### config.mk
export PLATFORM = sky130hd
export DESIGN_NAME = plic_claim_arbiter
export DESIGN_NICKNAME = d
export VERILOG_FILES = /design/src/rtl/plic_claim_arbiter.sv
export SDC_FILE = /design/constraint.sdc
export NUM_CORES = 1
export LEC_CHECK = 0
export BUFFER_PORTS_ARGS = -buffer_cell sky130_fd_sc_hd__buf_2
export CAP_MARGIN = 15
export CORE_ASPECT_RATIO = 0.75
export CORE_MARGIN = 2
export CORE_UTILIZATION = 54
export CTS_BUF_LIST = sky130_fd_sc_hd__clkbuf_4 sky130_fd_sc_hd__clkbuf_8 sky130_fd_sc_hd__clkbuf_16
export DETAILED_ROUTE_END_ITERATION = 6
export PLACE_DENSITY = 0.8
export SETUP_SLACK_MARGIN = 0.1
export SLEW_MARGIN = 10
export SYNTH_ARGS = -nofsm -noshare
export SYNTH_HDL_FRONTEND = slang
export SYNTH_SLANG_ARGS = --single-unit
### constraint.sdc
create_clock -name clock -period 13.2 [get_ports clock]
set_input_delay 2.64 -clock clock [delete_from_list [all_inputs] [get_ports clock]]
set_output_delay 2.64 -clock clock [all_outputs]
set_load 0.05 [all_outputs]
### src/rtl/plic_claim_arbiter.sv
// PLIC claim/complete arbiter for one hart: collects gateway requests, picks the
// highest-priority pending source, raises irq above threshold, and runs claim/complete.
module plic_claim_arbiter #(
    parameter int NSRC   = 8,
    parameter int PRIO_W = 3,
    parameter int ID_W   = $clog2(NSRC + 1)
) (
    input  logic                     clock,
    input  logic                     reset,
    input  logic [NSRC-1:0]          gw_valid,
    output logic [NSRC-1:0]          gw_ready,
    output logic [NSRC-1:0]          gw_complete,
    input  logic [NSRC*PRIO_W-1:0]   prio,
    input  logic [PRIO_W-1:0]        threshold,
    output logic                     irq,
    input  logic                     claim_valid,
    output logic [ID_W-1:0]          claim_id,
    input  logic                     complete_valid,
    input  logic [ID_W-1:0]          complete_id
);

    // Gateway handshake: a request transfers on any cycle where gw_valid[i] and
    // gw_ready[i] are both high; ready holds low while the source is pending or claimed.
    logic [NSRC-1:0]   pending;
    logic [NSRC-1:0]   claimed;
    logic [ID_W-1:0]   best_id;
    logic [PRIO_W-1:0] best_prio;

    logic [NSRC-1:0]   accepted;
    logic [NSRC-1:0]   claim_mask;
    logic [NSRC-1:0]   complete_mask;
    logic [NSRC-1:0]   pending_next;
    logic [NSRC-1:0]   claimed_next;
    logic [NSRC-1:0]   gw_complete_next;
    logic [ID_W-1:0]   best_id_next;
    logic [PRIO_W-1:0] best_prio_next;
    logic [PRIO_W-1:0] src_prio;
    logic              irq_next;

    assign gw_ready = ~pending & ~claimed;
    assign accepted = gw_valid & gw_ready;
    assign claim_id = irq ? best_id : '0;

    // ID decode: IDs 0 and > NSRC match no bit, so they fall out naturally.
    always_comb begin
        claim_mask    = '0;
        complete_mask = '0;
        for (int i = 0; i < NSRC; i++) begin
            claim_mask[i]    = claim_valid && (claim_id == ID_W'(i + 1));
            complete_mask[i] = complete_valid && (complete_id == ID_W'(i + 1)) && claimed[i];
        end
    end

    // A claim on the same source as a complete wins: claimed stays set, no pulse.
    always_comb begin
        pending_next     = (pending | accepted) & ~claim_mask;
        claimed_next     = (claimed & ~complete_mask) | claim_mask;
        gw_complete_next = complete_mask & ~claim_mask;
    end

    // Strict compare from a zero start skips priority-0 sources and keeps the lowest ID on ties.
    always_comb begin
        best_id_next   = '0;
        best_prio_next = '0;
        src_prio       = '0;
        for (int i = 0; i < NSRC; i++) begin
            src_prio = prio[i*PRIO_W +: PRIO_W];
            if (pending_next[i] && (src_prio > best_prio_next)) begin
                best_prio_next = src_prio;
                best_id_next   = ID_W'(i + 1);
            end
        end
        irq_next = (best_prio_next > threshold);
    end

    always_ff @(posedge clock or negedge reset) begin
        if (!reset) begin
            pending     <= '0;
            claimed     <= '0;
            best_id     <= '0;
            best_prio   <= '0;
            irq         <= 1'b0;
            gw_complete <= '0;
        end else begin
            pending     <= pending_next;
            claimed     <= claimed_next;
            best_id     <= best_id_next;
            best_prio   <= best_prio_next;
            irq         <= irq_next;
            gw_complete <= gw_complete_next;
        end
    end

endmodule

==> results of run 1 <==
worst max-delay path by stage:
stage                      from   to  slack (ps)
global route        claim_valid  irq          60
finish              claim_valid  irq         810
CTS                 claim_valid  irq         190
global placement    claim_valid  irq          -6
detailed placement  claim_valid  irq        -310
floorplan           claim_valid  irq         870
state kept, by name (all words and copies together) (netlist names):
signal	flops
irq	1
best_id	4
pending	8
claimed	8
gw_complete	8
where the power goes:
group / internal [uW] / switching, uW / total (uW) / leakage [uW]
Sequential: 120 / 25.5 / 146 / 0.000343
Clock: 43.2 / 30.4 / 73.6 / 0.0000477
Combinational: 289 / 376 / 665 / 0.00116
Total: 453 / 431 / 884 / 0.00155
repair_timing:
item	4_1_cts	5_1_grt
gates resized for setup	2	11
hold endpoints to repair	0	0
hold buffers	0	0
endpoints found under the setup margin	1	1
pin swaps	0	7
setup buffers	0	7
critical path: cells and delay by family:
family	cells	cell delay, ps
AO/OA/AOI/OAI	23	3760
adder cells (fa/ha/maj)	8	2080
buffers and inverters	4	440
multiplexers	4	1270
AND/OR/NAND/NOR	15	2340
stage by stage:
stage / setup TNS (ps) / std cells / cell area [um^2]
after floorplan: 0 / 285 / 2442
after global placement: -5.701 / 405 / 2825
after detailed placement: -305.7 / 405 / 2825
after CTS: 0 / 412 / 2915
after global routing: 0 / 419 / 3013
final: 0 / 419 / 3013
cells by family (layout without fill, tap and decap cells):
group	count (synthesis)	after routing	synth area share, %
AO/OA/AOI/OAI	81	81	25.56
AND/OR/NAND/NOR	122	122	27.82
buffers and inverters	29	106	4.764
adder cells (fa/ha/maj)	20	20	10.19
multiplexers	4	4	1.946
flip-flops	29	29	29.71
routing by layer:
metal | vias up | global-route usage (%)
met5 | - | 0
met4 | 0 | 5.833
met3 | 7 | 4.506
met2 | 70 | 36.17
met1 | 1105 | 31.22
li1 | 1199 | -
synth_stat cells (5+ instances only):
| master | number |
|---|---|
| dfrtp_1 | 29 |
| nor3_1 | 5 |
| a31oi_1 | 7 |
| ha_1 | 19 |
| nand2b_1 | 6 |
| o21ai_0 | 16 |
| inv_1 | 27 |
| nand2_1 | 26 |
| a21oi_1 | 12 |
| nor2b_1 | 7 |
| nand3_1 | 7 |
| and2_1 | 8 |
| and3_1 | 9 |
| nor2_1 | 27 |
| a21o_1 | 7 |
area by class of cell:
cell class	count	area [um^2]	area share, %
clock buffer	7	90.09	2.990
timing repair buffer	71	375.4	12.46
multi-input combinational	227	1645	54.61
tap	57	71.32	2.367
inverter	28	105.1	3.488
sequential	29	725.7	24.09
==> metrics.md, run 1 <==
| Metric | Value |
|---|---|
| Initial core utilization | 55.33% |
| Final setup violation count | 0 |
| R2r startpoint | irq |
| Most common cell after layout, fill and taps aside | buf_2 |
| Drt first pass iters | 4 |
| Post-synth net total | 347 |
| Req. time, crit path | 13360 ps |
| Highest metal layer with signal wires | met4 |
| Leak | 0.001548 uW |
| GR Overflow Total | 0 |
| Via count | 2381 |
| Min-delay worst type | flip-flop to flip-flop |
| Die Span Y | approximately 62 um |
| Area of the mapped netlist | approximately 2400 um^2 |
| Post-DR wirelength/cell | 13.47 um |
| Kind of critical path | input port to flip-flop |
| R2R depth | 53 |
| Worst VDD drop | 0.1423 mV |
| Routed Antenna Nets | 0 |
| Vias in the first global route | 2095 |
| Slew Viols, Final | 0 |
| Pin count of the biggest net entering global routing | 30 |
| Worst-Margin Slew | 613.2 ps |
| Hold EP | claimed[7] |
| Final period util | 93.84% |
| Number of synthesized register bits | 29 |
| CTS tree | done |
| Slowest cell on the critical path | mux2_2 |
| TritonCTS Sinks | 29 |
| Final Hold Viols | 0 |
| Worst path arrival time | 12550 ps |
| Ys flop type | dfrtp_1 |
| Worst slew margin | roughly three fifths |
| Clk buf depth | 2 |
| Nets | 424 |
| Hold Slack | 541.0 ps |
| Most frequent CP cell | ha_1 |
| Fin worst setup slack | 813.3 ps |
| N_diodes | 0 |
| H-tree level count | 2 |
| Final HPWL DP | 4582 um |
| Antenna violations before repair | 0 |
| Commonest non-fill, non-tap cells in the layout | buf_2, dfrtp_1, inv_1, nor2_1, nand2_1 |
| Fmax | 80.73 MHz |
| Asr flop ratio synth | 100.0% |
| FP Rows | 21 |
| Clock skew | 4.674 ps |
| Synthesized instance count | 285 |
| Critical Path End Type | flip-flop |
| Total track usage | 22.62% |
| Met3 wire len | 324 um |
| Top post-synthesis cells by area | dfrtp_1, ha_1, inv_1, nor2_1, nand2_1 |
| Power per cell area | 293.6 nW/um^2 |
| Cell taking the most area after synthesis | dfrtp_1 |
| Clk root buf | clkbuf_8 |
| RSZ-0062 raised after global routing | no |
| Clock slew at reported path FFs | about 60 ps |
| Pre-CTS worst setup slack | -305.7 ps |
| WL final | between 5000 and 6000 um |
| Die X | 81.66 um |
| Synth warnings | 0 |
| Final GP Congestion | around 0.93 |
| Fill cell count | 386 |
| CTS buffer count | 5 |
| CP Launch Type | input port |
| Min cycle time layout | 12390 ps |
| Seq/Total Area, Yosys | 29.71% |
| Drt via density | roughly 5.7 |
| CP max stage delay | 370 ps |
| Crit path max fanout | 7 |
| Yosys cell types | 68 |
| Post-synth EDFFs | 0 |
| Area grow syn2layout | 23.36% |
| Hold wc startpoint | claimed[7] |
| Met1 Wirelength | 2713 um |
| WL met2 | 2549 um |
| Reg2Reg Setup Slack | between 2000 and 3000 ps |
| DRC | 0 |
| Post-route core utilization | 68.25% |
| Number of cells on the worst hold path | 1 |
| Status | complete, no violations |
| Top Ports | 64 |
| Die area | 5082 um^2 |
| Synth top area share | 29.71% |
| I/O Buffers | 63 |
| Crit Reg-Reg Endpoint | irq |
| Syn Area/Cell | 8.570 um^2 |
| Total power | 884.4 uW |
| First-pass GRT wire length | 9163 um |
| Layout cells sized above 1 | between 30% and 40% |
| Clock Latency Late Sink | 280 ps |
| Max-cap viol count | 0 |
| Core area | 4414 um^2 |
| DR iter-0 viols | between 60 and 70 |
Note: power is estimated with default switching activity, not from simulation.
==> run 2, diff against run 1 <==
Settings changed: CORE_ASPECT_RATIO 0.75 to 1.5.
==> run 2 against run 1 <==
Net effect: the run now ends with DRC left; sequential share of layout area hardly changed; final area is 0.12% lower; non-clock buffer count is 1 higher; sequential power hardly changed; worst hold slack worse by 23 ps; critical endpoint unchanged; largest cell class unchanged.
==> metrics.md, run 2 (synthesis results as in run 1) <==
| Metric | Value |
|---|---|
| Clock slew at reported path FFs | 60 ps (about the same) |
| Most frequent CP cell | ha_1 (unchanged) |
| Crit Reg-Reg Endpoint | irq (unchanged) |
| Routed Antenna Nets | 0 (unchanged) |
| CP Launch Type | input port (unchanged) |
| Critical path launch point | claim_valid (unchanged) |
| Kind of critical path | input port to flip-flop (unchanged) |
| Initial core utilization | 55.14% (was 55.33%) |
| DRC | 6 (was 0) |
| CTS buffer count | 5 (unchanged) |
| Die area | 5088 um^2 (was 5082 um^2) |
| RSZ-0062 raised after global routing | no (unchanged) |
| Clock skew | 2.236 ps (was 4.674 ps) |
| Hold_buf cts | 0 (unchanged) |
| Core area | 4429 um^2 (was 4414 um^2) |
| Pint | 466.6 uW (was 453.0 uW) |
| DR iter-0 viols | 87 (was 68) |
| Max-cap viol count | 0 (unchanged) |
| Fill cell count | 397 (was 386) |
| Die Span Y | 86.37 um (was 62.24 um) |
| WP depth | 55 (was 54) |
| GRT Max-Usage Layer | met2 (unchanged) |
| Via count | 2436 (was 2381) |
| Top Ports | 64 (unchanged) |
| Commonest non-fill, non-tap cells in the layout | buf_2, dfrtp_1, nor2_1, inv_1, nand2_1 (was buf_2, dfrtp_1, inv_1, nor2_1, nand2_1) |
| Final Hold Viols | 0 (unchanged) |
| Worst slew margin | 58.74% (was 59.12%) |
| Pin count of the biggest net entering global routing | 30 (unchanged) |
| Buffers & Inverters on Critical Path | 5 (was 4) |
| Final GP Congestion | 0.9016 (was 0.9320) |
| Critical Path End Type | flip-flop (unchanged) |
| Fin worst setup slack | 659.4 ps (was 813.3 ps) |
| Drt first pass iters | 6 (was 4) |
| Clk buf depth | 2 (unchanged) |
| Power per cell area | 300.9 nW/um^2 (was 293.6 nW/um^2) |
| R2R depth | 54 (was 53) |
| Total track usage | 23.48% (was 22.62%) |
| H-tree level count | 2 (unchanged) |
| Worst-Margin Slew | 618.9 ps (was 613.2 ps) |
| Grt met1 use | 22.53% (was 31.22%) |
| I/O Buffers | 63 (unchanged) |
| Final setup violation count | 0 (unchanged) |
| Clk root buf | clkbuf_8 (unchanged) |
| Fmax | 79.74 MHz (was 80.73 MHz) |
| WL final | 5885 um (was 5642 um) |
| Clock power share | 8.9% (was 8.3%) |
| Crit path max fanout | 8 (was 7) |
| Antenna violations before repair | 0 (unchanged) |
| CP max stage delay | 370 ps (about the same) |
| Switching pwr | 438.9 uW (was 431.5 uW) |
| CTS tree | done (unchanged) |
| TritonCTS Sinks | 29 (unchanged) |
| R2r startpoint | irq (unchanged) |
| Final period util | 95.00% (was 93.84%) |
| Net Sw Frac | 48.47% (was 48.79%) |
| Layout cells sized above 1 | 30.77% (was 30.66%) |
| Leak | 0.001558 uW (was 0.001548 uW) |
| Post-DR wirelength/cell | 14.28 um (was 13.47 um) |
| Reg2Reg Setup Slack | 2650 ps (was 2820 ps) |
| N_diodes | 0 (unchanged) |
| Worst VDD drop | 0.1794 mV (was 0.1423 mV) |
| Logic pwr share | 75.2% (about the same) |
| Global-route met3 utilization | 2.985% (was 4.506%) |
| GR Overflow Total | 0 (unchanged) |
| Die X | 58.91 um (was 81.66 um) |
| FP Rows | 30 (was 21) |
| Slew Viols, Final | 0 (unchanged) |
| Req. time, crit path | 13370 ps (was 13360 ps) |
| Nets | 425 (was 424) |
| Worst setup endpoint | irq (unchanged) |
| Worst path arrival time | 12710 ps (was 12550 ps) |
| Min-delay worst type | flip-flop to flip-flop (unchanged) |
| Total power | 905.6 uW (was 884.4 uW) |
| Drt via density | 5.913 (was 5.683) |
| Failing checks | DRC |
| Slowest cell on the critical path | a311o_1 (was mux2_2) |
| Biggest regs | claimed (8), gw_complete (8), pending (8) (unchanged) |
| First-pass GRT wire length | 9328 um (was 9163 um) |
| Met2 Use GR | 45.86% (was 36.17%) |
| Clock Latency Late Sink | 280 ps (about the same) |
| Status | finished, violations left (was complete, no violations) |
| Pre-CTS worst setup slack | -150.2 ps (was -305.7 ps) |
| Min cycle time layout | 12540 ps (was 12390 ps) |
| Vias in the first global route | 2287 (was 2095) |
| Most common cell after layout, fill and taps aside | buf_2 (unchanged) |
| Hold Slack | 518.1 ps (was 541.0 ps) |
| Top delay family on crit path | compound AO/OA/AOI/OAI gates (unchanged) |
| Area grow syn2layout | 23.21% (was 23.36%) |
| Sequential share of power | 16.0% (was 16.5%) |
| Final HPWL DP | 4669 um (was 4582 um) |
==> run 2: per-layer routing <==
metal	part of all wire, %	vias to the layer above	wire length, um
li1	-	1203	-
met1	38	1143	2215
met2	55	72	3250
met3	4.0	18	238
met4	3.1	0	180
met5	0	-	0
==> run 2: area by class of cell <==
type	instances	area [um^2]	share of cell area, %
multi-input combinational	227	1634	54.30
tap	48	60.06	1.996
sequential	29	725.7	24.12
clock buffer	7	96.34	3.202
clock inverter	1	5.005	0.1663
timing repair buffer	72	382.9	12.72
inverter	28	105.1	3.493
==> run 2: power groups by stage <==
stage	logic [uW]	registers, uW	clock network (uW)
after CTS	611	145	81.7
after floorplan	477	147	0
final	681	145	80.2
after detailed placement	608	147	0
after global placement	590	144	0
after global routing	752	150	83.6
==> run 2: worst register-to-register path, delay by kind of cell, from the launching register on <==
| family | cells | cell delay (ps) |
|---|---|---|
| and+or+nand+nor | 16 | 2670 |
| buffers and inverters | 4 | 400 |
| AOI/OAI and AO/OA | 23 | 3800 |
| DFF | 1 | 440 |
| adders and majority gates | 8 | 2090 |
| muxes | 3 | 1000 |
==> run 2: timing repair <==
item,4_1_cts,5_1_grt
setup endpoints to repair,0,1
buffers inserted,0,7
resized for setup,0,11
==> run 2: how the worst min path moves through the flow <==
stage          cells past startpoint             end  slack, ps       start
3_5_place_dp                       2      pending[7]        500  pending[7]
6_report                           2      pending[7]        520  pending[7]
3_3_place_gp                       2      pending[7]        500  pending[7]
2_1_floorplan                      2      pending[7]        480  pending[7]
4_1_cts                            2      pending[7]        520  pending[7]
5_1_grt                            1  gw_complete[4]        570  claimed[4]
==> run 2: metrics by stage <==
stage / std cells / cell area, um^2 / utilization [%] / TNS, ps
floorplan: 285 / 2442 / - / 0
global placement: 397 / 2821 / 63.70 / 0
detailed placement: 397 / 2821 / 63.70 / -150.2
CTS: 405 / 2923 / 65.99 / 0
global route: 412 / 3009 / 67.94 / 0
finish: 412 / 3009 / 67.94 / 0
